### config.mk
export PLATFORM = sky130hd
export DESIGN_NAME = ram_stream_reader
export DESIGN_NICKNAME = d
export VERILOG_FILES = /design/src/rtl/ram_stream_reader.sv
export SDC_FILE = /design/constraint.sdc
export NUM_CORES = 1
export LEC_CHECK = 0
export ABC_CLOCK_PERIOD_IN_PS = 2600
export CORE_ASPECT_RATIO = 1.4
export CORE_UTILIZATION = 46
export CTS_CLUSTER_SIZE = 12
export DETAILED_ROUTE_END_ITERATION = 12
export GPL_ROUTABILITY_DRIVEN = 0
export GPL_TIMING_DRIVEN = 1
export MAX_ROUTING_LAYER = met4
export PLACE_DENSITY = 0.77
export SLEW_MARGIN = 20
export SYNTH_ARGS = -nofsm -noshare
export SYNTH_HDL_FRONTEND = slang
export SYNTH_SLANG_ARGS = --single-unit
export TNS_END_PERCENT = 10
### constraint.sdc
create_clock -name clk -period 2.6 [get_ports clk]
set_input_delay 0.26 -clock clk [delete_from_list [all_inputs] [get_ports clk]]
set_output_delay 0.26 -clock clk [all_outputs]
set_load 0.01 [all_outputs]
### src/rtl/ram_stream_reader.sv
// Streaming read engine for the RAM read port: turns (addr, len) commands into a
// valid/ready word stream with a last marker, one word per clock when unstalled.
module ram_stream_reader #(
  parameter  int unsigned WIDTH = 8,
  parameter  int unsigned DEPTH = 256,
  localparam int unsigned AW    = $clog2(DEPTH),
  localparam int unsigned LW    = AW + 1
) (
  input  logic             clk,
  input  logic             rst_n,
  input  logic             cmd_valid,
  output logic             cmd_ready,
  input  logic [AW-1:0]    cmd_addr,
  input  logic [LW-1:0]    cmd_len,
  output logic             enb,
  output logic [AW-1:0]    addrb,
  input  logic [WIDTH-1:0] doutb,
  output logic             m_valid,
  input  logic             m_ready,
  output logic [WIDTH-1:0] m_data,
  output logic             m_last,
  output logic             busy,
  output logic             done
);

  typedef enum logic [1:0] {
    S_IDLE,
    S_READ,
    S_DRAIN
  } state_t;

  state_t                     r_state;
  logic [AW-1:0]              r_addr;
  logic [LW-1:0]              r_remaining;
  logic                       r_done;
  logic                       r_inflight;
  logic                       r_inflight_last;
  logic [1:0][WIDTH-1:0]      r_buf_data;
  logic [1:0]                 r_buf_last;
  logic                       r_rd_ptr;
  logic                       r_wr_ptr;
  logic [1:0]                 r_occ;

  logic                       w_pop;
  logic                       w_pop_buf;
  logic                       w_push;
  logic [2:0]                 w_credit;

  assign cmd_ready = (r_state == S_IDLE);
  assign busy      = (r_state != S_IDLE);
  assign done      = r_done;
  assign addrb     = r_addr;

  // The word returning from the RAM is presented directly when the buffer is empty.
  assign m_valid   = (r_occ != 2'd0) || r_inflight;
  assign w_pop     = m_valid & m_ready;
  assign w_pop_buf = w_pop & (r_occ != 2'd0);
  assign w_push    = r_inflight & ~(w_pop & (r_occ == 2'd0));
  assign w_credit  = 3'(r_occ) + 3'(r_inflight) - 3'(w_pop);
  assign enb       = (r_state == S_READ) && (w_credit < 3'd2);

  always_comb begin
    m_data = '0;
    m_last = 1'b0;
    if (r_occ != 2'd0) begin
      m_data = r_buf_data[r_rd_ptr];
      m_last = r_buf_last[r_rd_ptr];
    end else if (r_inflight) begin
      m_data = doutb;
      m_last = r_inflight_last;
    end
  end

  // Command sequencing: address pointer, remaining count, completion pulse.
  always_ff @(posedge clk or negedge rst_n) begin
    if (!rst_n) begin
      r_state     <= S_IDLE;
      r_addr      <= '0;
      r_remaining <= '0;
      r_done      <= 1'b0;
    end else begin
      r_done <= 1'b0;
      case (r_state)
        S_IDLE: begin
          if (cmd_valid) begin
            r_addr      <= cmd_addr;
            r_remaining <= cmd_len;
            if (cmd_len == '0) begin
              r_done <= 1'b1;
            end else begin
              r_state <= S_READ;
            end
          end
        end
        S_READ: begin
          if (enb) begin
            r_addr      <= (r_addr == AW'(DEPTH - 1)) ? '0 : r_addr + AW'(1);
            r_remaining <= r_remaining - LW'(1);
            if (r_remaining == LW'(1)) begin
              r_state <= S_DRAIN;
            end
          end
        end
        S_DRAIN: begin
          if (w_pop && m_last) begin
            r_state <= S_IDLE;
            r_done  <= 1'b1;
          end
        end
        default: r_state <= S_IDLE;
      endcase
    end
  end

  // Read return path and 2-entry output FIFO.
  always_ff @(posedge clk or negedge rst_n) begin
    if (!rst_n) begin
      r_inflight      <= 1'b0;
      r_inflight_last <= 1'b0;
      r_buf_data      <= '0;
      r_buf_last      <= '0;
      r_rd_ptr        <= 1'b0;
      r_wr_ptr        <= 1'b0;
      r_occ           <= 2'd0;
    end else begin
      r_inflight      <= enb;
      r_inflight_last <= enb && (r_remaining == LW'(1));
      if (w_push) begin
        r_buf_data[r_wr_ptr] <= doutb;
        r_buf_last[r_wr_ptr] <= r_inflight_last;
        r_wr_ptr             <= ~r_wr_ptr;
      end
      if (w_pop_buf) begin
        r_rd_ptr <= ~r_rd_ptr;
      end
      r_occ <= r_occ + 2'(w_push) - 2'(w_pop_buf);
    end
  end

endmodule

==> impl_metrics.yaml <==
outcome:
  outcome: "finished, violations left"
  violations: "negative setup slack"
setup_path:
  path_delay_family: "simple AND/OR/NAND/NOR gates"
  crit_fanout: 2
  cp-start-kind: "register"
  reg2reg_to: "r_remaining[0]"
  crit_slowest_cell: "fa_2"
  cp-end-kind: "primary output"
  crit_buf_inv: 1
  worst_path_largest_cell_delay_ns: 0.55
  rr_startpoint: "r_occ[0]"
  reg2regPathDepth: 10
  path_cells: "or3_4, and2_4, ha_4, nand2b_4, fa_2, and3_4, buf_6"
  required_ns: 2.34
  cp.arrival_ns: 2.38
  r2r_setup_slack_ns: -0.02
  worstSetupPathType: "register to primary output"
worst_hold_path:
  hold_path_depth: 1
  min_path_type: "register to register"
  min_to: "r_buf_data[3]"
  min-delay-start: "r_buf_data[3]"
clock_network:
  cts_made_buffers: 5
  clock-sinks: 44
  cts_tree: "yes"
  cts.clk_slew.worst_paths_ns: 0.09
  htree_levels: 2
  clockBufferDepth: 2
  cts_root_buf: "clkbuf_8"
  insertion_delay_ns: 0.29
final_layout:
  diodes: 0
  final_nets: 340
  n_fill_cell: 407
  drive_gt1_frac: 0.197
  multiInputGateArea_um2: 1370
  final_common_cell: "clkdlybuf4s50_1"
  syn_to_final_growth_pct: 34.8
  fin_cells: 371
  final_cell_mix: "clkdlybuf4s50_1, dfrtp_1, o21ai_1, nor2_1"
  regArea_um2: 1100
place:
  dp_slack_ns: -0.196
  portBuffers: 50
  placed_cells: 359
  hpwl_um: 3980
yosys:
  ys_warn_count: 0
  syn_area_per_cell_um2: 10.2
  synthDistinctLibCells: 51
  synth-seq-cells: 44
  ys.flop_type: "dfrtp_1"
  syn_nets: 278
  ys_seq_area_frac: 0.446
  synth_cells: 242
  synth.top_cell.area_share: 0.446
  synth-edff-count: 0
  yosys-top-cells-area: "dfrtp_1, mux2_1, mux2_2, mux2i_1, o21ai_1"
  synth_top_area_cell: "dfrtp_1"
  syn_area_um2: 2470
  async_flop_share: 1.00
die:
  ios: 51
  die_area_um2: 5660
  rows: 31
  die_x_um: 63.9
  initial_core_util: 0.478
  die_height_um: 88.6
  coreArea_um2: 5160
sta:
  report.final.setup_viol: 3
  skew_ns: 0.00400
  worst_slack_ns: -0.0441
  rsz0062_at_grt: "yes"
  hold_viol: 0
  holdWs_ns: 0.492
  period_share: 1.02
  finalMaxSlewViolations: 0
  tightestPinTransition_ns: 0.566
  max_slew_margin: 0.623
  fmax_mhz: 378
  post-route-min-period_ns: 2.64
grt:
  track_usage: 0.219
  grt_pass1_vias: 1945
  grt_overflow: 0
  grt_pass1_wl_um: 9250
  grt_antenna_before_repair: 0
  grt_max_degree: 45
routing:
  route.detailed.vias_per_inst: 5.63
  first_pass_iters: 5
  via_count: 2088
  detail_route.wirelength_um: 5650
  ant_nets: 0
  wl_per_cell_um: 15.2
  drc_errors: 0
  drt_iter0_drc: 87
power:
  irDropWorstVdd_v: 0.000790
  powerDensity_nw_per_um2: 1320
  p_leak_nw: 1.36
  design_power_total_mw: 4.39
run:
  cap_violations: 0
[repair_timing]
item,in CTS,in global routing
endpoints found under the setup margin,13,22
pin swaps,5,1
cloned,0,1
setup buffers,1,1
gates resized for setup,10,11
hold buffers,0,1
endpoints found under the hold margin,0,44
[registers in the layout, indices dropped and copies added (netlist names)]
name             count
done                 1
r_occ                2
r_state              2
r_buf_last           2
r_inflight_last      1
r_wr_ptr             1
r_remaining          9
r_buf_data          16
addrb                8
r_inflight           1
r_rd_ptr             1
[synthesized netlist by cell type (3+ instances only)]
master,count
clkbuf_1,4
o21ai_1,18
nand2b_1,4
mux2_2,9
mux2_1,10
dfrtp_1,44
a21oi_1,14
nor2_1,17
nand4_1,4
nor3b_1,3
and3_1,4
nor4_1,4
xnor2_1,3
a31oi_1,3
o21ai_0,14
nor3_1,4
nand3_1,11
inv_1,6
o2bb2ai_1,3
ha_1,6
nand2_1,9
mux2i_1,9
buf_2,6
[layer usage]
layer	wire length (um)	up-vias	track usage
li1	-	1022	-
met1	2520	1005	0.274
met5	0	-	-
met3	217	2	0.0322
met4	21	0	0.0579
met2	2890	59	0.370
[where the power goes]
group / internal [mW] / switching, mW / total (mW)
combinational: 1.37 / 1.20 / 2.57
sequential: 0.989 / 0.294 / 1.28
clock: 0.290 / 0.248 / 0.538
[worst max-delay path by stage]
stage                     depth (start not counted)  startpoint              to
after floorplan                                  11  r_inflight  r_remaining[8]
after global placement                            8    r_occ[1]             enb
after detailed placement                          8    r_occ[1]             enb
after CTS                                         7    r_occ[0]             enb
after global routing                              7    r_occ[0]             enb
final                                             7    r_occ[0]             enb
[cell families (layout without fill, tap and decap cells)]
logic type      Yosys count  after routing  synth area share
simple gates             73             73             0.168
compound gates           67             68             0.167
flops                    44             44             0.446
mux                      28             28             0.123
buf+inv                  18             80            0.0350
fa+ha+maj                 7              7            0.0386
xor+xnor                  5              5            0.0208
[cell type report]
type | count | share of cell area
multi-input cells | 181 | 0.411
repair buffers | 66 | 0.192
clock buffers | 5 | 0.0207
inverters | 6 | 0.00678
well taps | 66 | 0.0248
flip-flops and latches | 44 | 0.331
clock inverters | 3 | 0.0139
[metrics by stage]
stage / util / TNS (ns) / cell area [um2]
floorplan: - / -0.293 / 2520
global placement: 0.603 / -0.201 / 3110
detailed placement: 0.603 / -0.725 / 3110
CTS: 0.631 / -0.109 / 3260
global route: 0.644 / -1.02 / 3320
finish: 0.644 / -0.0688 / 3320
Note: power is estimated with default switching activity, not from simulation.
